<file path="src/rtl/spi_slave_port.sv">
// SPI slave endpoint (CPOL=0, CPHA=1, MSB first), fully synchronous to clk.
// sclk/cs/mosi are oversampled through synchronizers; one full-duplex word per cs-low frame.
module spi_slave_port #(
   parameter int DATA_WIDTH  = 8,
   parameter int SYNC_STAGES = 2
) (
   input  logic                  clk,
   input  logic                  rst,
   input  logic [DATA_WIDTH-1:0] data_in,
   output logic [DATA_WIDTH-1:0] data_out,
   output logic                  valid,
   output logic                  aborted,
   output logic                  ready,
   input  logic                  mosi,
   output logic                  miso,
   input  logic                  sclk,
   input  logic                  cs
);
   localparam int CNT_W   = $clog2(DATA_WIDTH + 1);
   localparam int FLUSH_W = $clog2(SYNC_STAGES + 2);
   localparam logic [CNT_W-1:0]   LAST_BIT  = CNT_W'(DATA_WIDTH - 1);
   localparam logic [FLUSH_W-1:0] FLUSH_END = FLUSH_W'(SYNC_STAGES + 1);

   typedef enum logic [1:0] {IDLE = 2'd0, ACTIVE = 2'd1, WAIT_CS = 2'd2} state_t;

   state_t                  state_q, state_d;
   logic [SYNC_STAGES-1:0]  sclk_sync_q, cs_sync_q, mosi_sync_q;
   logic                    sclk_prev_q, cs_prev_q;
   logic [FLUSH_W-1:0]      flush_q, flush_d;
   logic [DATA_WIDTH-1:0]   tx_sh_q, tx_sh_d;
   logic [DATA_WIDTH-1:0]   rx_sh_q, rx_sh_d;
   logic [DATA_WIDTH-1:0]   data_out_q, data_out_d;
   logic [CNT_W-1:0]        bit_cnt_q, bit_cnt_d;
   logic                    valid_q, valid_d;
   logic                    aborted_q, aborted_d;
   logic                    ready_q, ready_d;
   logic                    miso_q, miso_d;
   logic                    s_sclk, s_cs, s_mosi;
   logic                    sclk_rise, sclk_fall, cs_rise, cs_fall;
   logic [DATA_WIDTH-1:0]   rx_next;

   assign s_sclk    = sclk_sync_q[SYNC_STAGES-1];
   assign s_cs      = cs_sync_q[SYNC_STAGES-1];
   assign s_mosi    = mosi_sync_q[SYNC_STAGES-1];
   assign sclk_rise = s_sclk & ~sclk_prev_q;
   assign sclk_fall = ~s_sclk & sclk_prev_q;
   assign cs_rise   = s_cs & ~cs_prev_q;
   assign cs_fall   = ~s_cs & cs_prev_q;
   assign rx_next   = {rx_sh_q[DATA_WIDTH-2:0], s_mosi};

   // Next-state and datapath decisions for the frame FSM
   always_comb begin
      state_d    = state_q;
      tx_sh_d    = tx_sh_q;
      rx_sh_d    = rx_sh_q;
      data_out_d = data_out_q;
      bit_cnt_d  = bit_cnt_q;
      miso_d     = miso_q;
      valid_d    = 1'b0;
      aborted_d  = 1'b0;
      // The synchronizers refill after reset; edges seen while they flush are not real.
      if (flush_q == FLUSH_END) begin
         flush_d = flush_q;
      end else begin
         flush_d = flush_q + FLUSH_W'(1);
      end
      case (state_q)
         IDLE: begin
            miso_d = 1'b0;
            if (flush_q != FLUSH_END) begin
               state_d = IDLE;
            end else if (cs_fall) begin
               tx_sh_d   = data_in;
               rx_sh_d   = '0;
               bit_cnt_d = '0;
               state_d   = ACTIVE;
            end else if (!s_cs) begin
               state_d = WAIT_CS;
            end else begin
               state_d = IDLE;
            end
         end
         ACTIVE: begin
            // A completing fall takes priority over a cs rise in the same cycle.
            if (sclk_fall && (bit_cnt_q == LAST_BIT)) begin
               rx_sh_d    = rx_next;
               bit_cnt_d  = bit_cnt_q + CNT_W'(1);
               data_out_d = rx_next;
               valid_d    = 1'b1;
               state_d    = WAIT_CS;
            end else if (cs_rise) begin
               aborted_d = 1'b1;
               miso_d    = 1'b0;
               state_d   = IDLE;
            end else if (sclk_rise) begin
               miso_d  = tx_sh_q[DATA_WIDTH-1];
               tx_sh_d = {tx_sh_q[DATA_WIDTH-2:0], 1'b0};
            end else if (sclk_fall) begin
               rx_sh_d   = rx_next;
               bit_cnt_d = bit_cnt_q + CNT_W'(1);
            end else begin
               state_d = ACTIVE;
            end
         end
         WAIT_CS: begin
            if (cs_rise) begin
               miso_d  = 1'b0;
               state_d = IDLE;
            end else begin
               state_d = WAIT_CS;
            end
         end
         default: begin
            miso_d  = 1'b0;
            state_d = IDLE;
         end
      endcase
      ready_d = (state_d == IDLE);
   end

   // State, synchronizer and output registers
   always_ff @(posedge clk) begin
      if (rst) begin
         sclk_sync_q <= '0;
         cs_sync_q   <= '1;
         mosi_sync_q <= '0;
         sclk_prev_q <= 1'b0;
         cs_prev_q   <= 1'b1;
         flush_q     <= '0;
         state_q     <= IDLE;
         tx_sh_q     <= '0;
         rx_sh_q     <= '0;
         data_out_q  <= '0;
         bit_cnt_q   <= '0;
         valid_q     <= 1'b0;
         aborted_q   <= 1'b0;
         ready_q     <= 1'b1;
         miso_q      <= 1'b0;
      end else begin
         sclk_sync_q <= {sclk_sync_q[SYNC_STAGES-2:0], sclk};
         cs_sync_q   <= {cs_sync_q[SYNC_STAGES-2:0], cs};
         mosi_sync_q <= {mosi_sync_q[SYNC_STAGES-2:0], mosi};
         sclk_prev_q <= s_sclk;
         cs_prev_q   <= s_cs;
         flush_q     <= flush_d;
         state_q     <= state_d;
         tx_sh_q     <= tx_sh_d;
         rx_sh_q     <= rx_sh_d;
         data_out_q  <= data_out_d;
         bit_cnt_q   <= bit_cnt_d;
         valid_q     <= valid_d;
         aborted_q   <= aborted_d;
         ready_q     <= ready_d;
         miso_q      <= miso_d;
      end
   end

   assign data_out = data_out_q;
   assign valid    = valid_q;
   assign aborted  = aborted_q;
   assign ready    = ready_q;
   assign miso     = miso_q;

endmodule

</file>
<file path="config.mk">
export PLATFORM = sky130hd
export DESIGN_NAME = spi_slave_port
export DESIGN_NICKNAME = d
export VERILOG_FILES = /design/src/rtl/spi_slave_port.sv
export SDC_FILE = /design/constraint.sdc
export NUM_CORES = 1
export LEC_CHECK = 0
export CORE_MARGIN = 1.5
export CORE_UTILIZATION = 35
export CTS_CLUSTER_DIAMETER = 80
export CTS_CLUSTER_SIZE = 40
export DETAILED_ROUTE_END_ITERATION = 10
export GPL_ROUTABILITY_DRIVEN = 0
export SLEW_MARGIN = 30
export SYNTH_ARGS = -nofsm -noshare
export SYNTH_HDL_FRONTEND = slang
export SYNTH_SLANG_ARGS = --single-unit
</file>
<file path="constraint.sdc">
create_clock -name clk -period 1.6 [get_ports clk]
set_input_delay 0.24 -clock clk [delete_from_list [all_inputs] [get_ports clk]]
set_output_delay 0.24 -clock clk [all_outputs]
set_load 0.02 [all_outputs]
</file>
==> results.py <==
metrics = {
    "pwr": {
        "fin_total_pwr_w": 0.00193,
        "power.density_cell_area_mw_per_mm2": 864,
        "share_clk_of_total_power": 0.360,
        "leakage_power_summed_over_all_cells_nw": 0.860,
        "switching_power_share_of_the_total": 0.241,
        "power.sequential.fraction": 0.574,
        "int_power_w": 0.00147,
        "worst_ir_drop_vdd_mv": 0.575,
        "netSwitchingPower_w": 0.000465,
        "combinationalPowerShare": 0.066,
    },
    "sta": {
        "setup_tns_ps": 0,
        "worst_slew_margin_rel": 0.806,
        "setup_viol": 0,
        "max_freq_mhz": 661,
        "finalHoldViolations": 0,
        "minimum_clock_period_ps": 1510,
        "setup_clock_skew_after_layout_ps": 4.61,
        "min_period_over_period": 0.945,
        "slew_violations": 0,
        "rsz0062_at_grt": "no",
        "tightestPinTransition_ps": 290,
    },
    "clock_network": {
        "clock_sinks": 43,
        "clk_root_buffer_cell": "sky130_fd_sc_hd__clkbuf_8",
        "tritoncts": "yes",
        "cts_inserted_buffers": 5,
        "hold_buffers": 0,
        "ctsResizeCount": 0,
        "post_cts.repair.setup_buffers": 0,
        "clkTransAtPathRegs_ps": 80,
        "clock_insertion_delay_worst_skew_ps": 300,
        "ctsLongestPathBuffers": 2,
        "cts_max_level": 2,
    },
    "run": {
        "drv_cap": 0,
    },
    "setup_path": {
        "critical-path-slowest-cell": "sky130_fd_sc_hd__or3_4",
        "maximum_single_stage_delay_on_the_critical_path_ps": 400,
        "rr_startpoint": "bit_cnt_q[0]$_SDFFE_PP0P_",
        "critical_path_required_ps": 1780,
        "critPathMaxFanout": 5,
        "critPathKind": "flip-flop to flip-flop",
        "setup.worst_path.end_class": "flip-flop",
        "worstPathArrival_ps": 1700,
        "path_cells": "ha_1, nand3b_4, or3_4, mux2i_1, nor2_1",
        "critical_path.startpoint": "bit_cnt_q[0]$_SDFFE_PP0P_",
        "crit_path_start_kind": "flip-flop",
    },
    "synthesis": {
        "yosys.area.top_type_share": 0.486,
        "seq_area_frac_synth": 0.486,
        "synth_largest_area_cell": "sky130_fd_sc_hd__dfxtp_1",
        "ys_warn_count": 0,
        "post_synth_num_cell_types": 36,
        "yosys_register_bits": 43,
        "synthTopCellsByArea": "sky130_fd_sc_hd__dfxtp_1 (49%), sky130_fd_sc_hd__mux2i_1 (5.1%), sky130_fd_sc_hd__nand3_1 (3.7%)",
        "synth.cell_area_sq_mm": 0.00177,
        "synth_fp_nets": 202,
        "post_synth.cell_area_avg_sq_um": 9.47,
        "post_synth_inst_count": 187,
    },
    "finish": {
        "antenna_cells": 0,
        "final_common_cell": "sky130_fd_sc_hd__dfxtp_1",
        "finish.net_count": 229,
        "layout-drive-gt1-share": 0.140,
        "area_growth_pct": 26.1,
        "layout.cells.most_common_list": "sky130_fd_sc_hd__dfxtp_1 (43), sky130_fd_sc_hd__clkdlybuf4s50_1 (24), sky130_fd_sc_hd__nor2_1 (14), sky130_fd_sc_hd__nand2_1 (14), sky130_fd_sc_hd__nand3_1 (13)",
    },
    "global_route": {
        "globalRouteOverflowTotal": 0,
        "grt_start_max_net_pins": 25,
        "grt_pass1_vias": 1346,
        "grt_pass1_wl_um": 6220,
        "grt_use_met3": 0.0474,
        "met1_usage_grt": 0.187,
        "peak_usage_layer_in_the_global_routing_report": "met2",
        "number_of_antenna_violations_at_the_first_check_in_global_routing": 0,
        "gr-usage-met2": 0.239,
        "gr-usage-all-layers": 0.150,
    },
    "place": {
        "port_buffers": 24,
        "dpl.hpwl_um": 2510,
    },
    "drt": {
        "wl_per_cell_um": 12.9,
        "routed_via_density": 5.02,
        "drtPass1Iterations": 4,
        "via_count": 1415,
        "ant_nets": 0,
        "drt_iter0_markers": 60,
        "detail_route.wirelength_um": 3640,
        "drc": 0,
    },
    "run_status": {
        "outcome": "finished, final reports clean",
    },
    "die": {
        "initial_utilization": 0.370,
        "core_area_sq_mm": 0.00479,
        "floorplan.die.height_um": 74.1,
        "die_x_um": 74.1,
        "floorplan.die_area_sq_mm": 0.00550,
        "rows": 25,
        "ios": 25,
    },
    "min_path": {
        "hold_path.startpoint": "cs_sync_q[0]$_SDFF_PP1_",
        "hold_removal_path_class": "flip-flop to flip-flop",
    },
}
==> synthesized netlist by cell type <==
master                     count
sky130_fd_sc_hd__clkinv_1      1
sky130_fd_sc_hd__or4b_1        1
sky130_fd_sc_hd__nand2b_1      6
sky130_fd_sc_hd__or3_1         1
sky130_fd_sc_hd__ha_1          2
sky130_fd_sc_hd__dfxtp_1      43
sky130_fd_sc_hd__and3b_1       1
sky130_fd_sc_hd__o21ai_2       1
sky130_fd_sc_hd__a21oi_2       1
sky130_fd_sc_hd__and3_1        3
sky130_fd_sc_hd__o21ai_0       1
sky130_fd_sc_hd__o211ai_4      1
sky130_fd_sc_hd__a311oi_1      7
sky130_fd_sc_hd__nand3_1      13
sky130_fd_sc_hd__nor3_1        9
sky130_fd_sc_hd__mux2i_1       9
sky130_fd_sc_hd__nor3_4        1
sky130_fd_sc_hd__and2b_1       2
sky130_fd_sc_hd__nand2_1      15
sky130_fd_sc_hd__nand4_1       8
sky130_fd_sc_hd__or2_2         3
sky130_fd_sc_hd__nand3b_4      1
sky130_fd_sc_hd__nor2_1       14
sky130_fd_sc_hd__nor2b_1       7
sky130_fd_sc_hd__a21boi_2      1
sky130_fd_sc_hd__buf_6         2
sky130_fd_sc_hd__nor4_1        1
sky130_fd_sc_hd__and4bb_1      1
sky130_fd_sc_hd__o211ai_1      2
sky130_fd_sc_hd__buf_2         5
sky130_fd_sc_hd__a21oi_1      12
sky130_fd_sc_hd__a211o_1       1
sky130_fd_sc_hd__clkbuf_1      6
sky130_fd_sc_hd__or2b_1        1
sky130_fd_sc_hd__xor2_1        3
sky130_fd_sc_hd__o21ai_1       1
==> sequential cells by signal, indices dropped and copies added (netlist names), 2 cells and up <==
name and count:
data_out 8, tx_sh_q 8, rx_sh_q 7, bit_cnt_q 4, cs_sync_q 2, flush_q 2, mosi_sync_q 2, sclk_sync_q 2
state_q 2
==> layer usage <==
layer,routed length [um],up-vias
met2,1680,21
met3,137,6
met4,63,0
met1,1750,672
li1,-,716
met5,0,-
==> path summary, 6_finish.rpt <==
check	end	slack, ps	cells after the start
max	data_out[1]$_SDFFE_PP0P_	90	5
min	cs_sync_q[1]$_SDFF_PP1_	420	1
max reg2reg	data_out[1]$_SDFFE_PP0P_	90	5
min reg2reg	cs_sync_q[1]$_SDFF_PP1_	420	1
==> kinds of logic after synthesis <==
family	synth area share
AND/OR/NAND/NOR	0.277
flip-flops	0.486
AO/OA/AOI/OAI	0.116
buffers and inverters	0.0417
multiplexers	0.0508
XOR/XNOR	0.0148
adder cells (fa/ha/maj)	0.0141
==> power by group through the flow <==
stage | logic, W | registers, W | clock network, W
6_report | 0.000127 | 0.00111 | 0.000695
5_1_grt | 0.000143 | 0.00111 | 0.000756
4_1_cts | 0.000128 | 0.00111 | 0.000716
3_5_place_dp | 0.000128 | 0.00113 | 0
3_3_place_gp | 0.000124 | 0.00113 | 0
2_1_floorplan | 0.0000747 | 0.00113 | 0
==> critical path: cells and delay by family, from the launching register on <==
kind | cells | cell delay [ps]
adders and majority gates | 1 | 250
DFF | 1 | 370
muxes | 1 | 160
and+or+nand+nor | 3 | 620
==> per-stage QoR <==
step / util / hold WS, ps / cells / setup WS (ps) / cell area (sq um)
after global routing: 0.467 / 429 / 282 / 0.225 / 2230
final: 0.467 / 419 / 282 / 87.4 / 2230
after floorplan: - / 344 / 187 / 146 / 1770
after detailed placement: 0.443 / 402 / 274 / 62.0 / 2120
after CTS: 0.461 / 424 / 282 / 30.4 / 2210
after global placement: 0.443 / 393 / 274 / 126 / 2120
==> final cells by class <==
type	count	area (sq um)
Clock inverter	3	20.0
Timing Repair Buffer	33	333
Clock buffer	5	68.8
Multi-Input combinational cell	130	863
Fill cell	457	2550
Tap cell	67	83.8
Sequential cell	43	861
Inverter	1	3.75
Note: power is estimated with default switching activity, not from simulation.
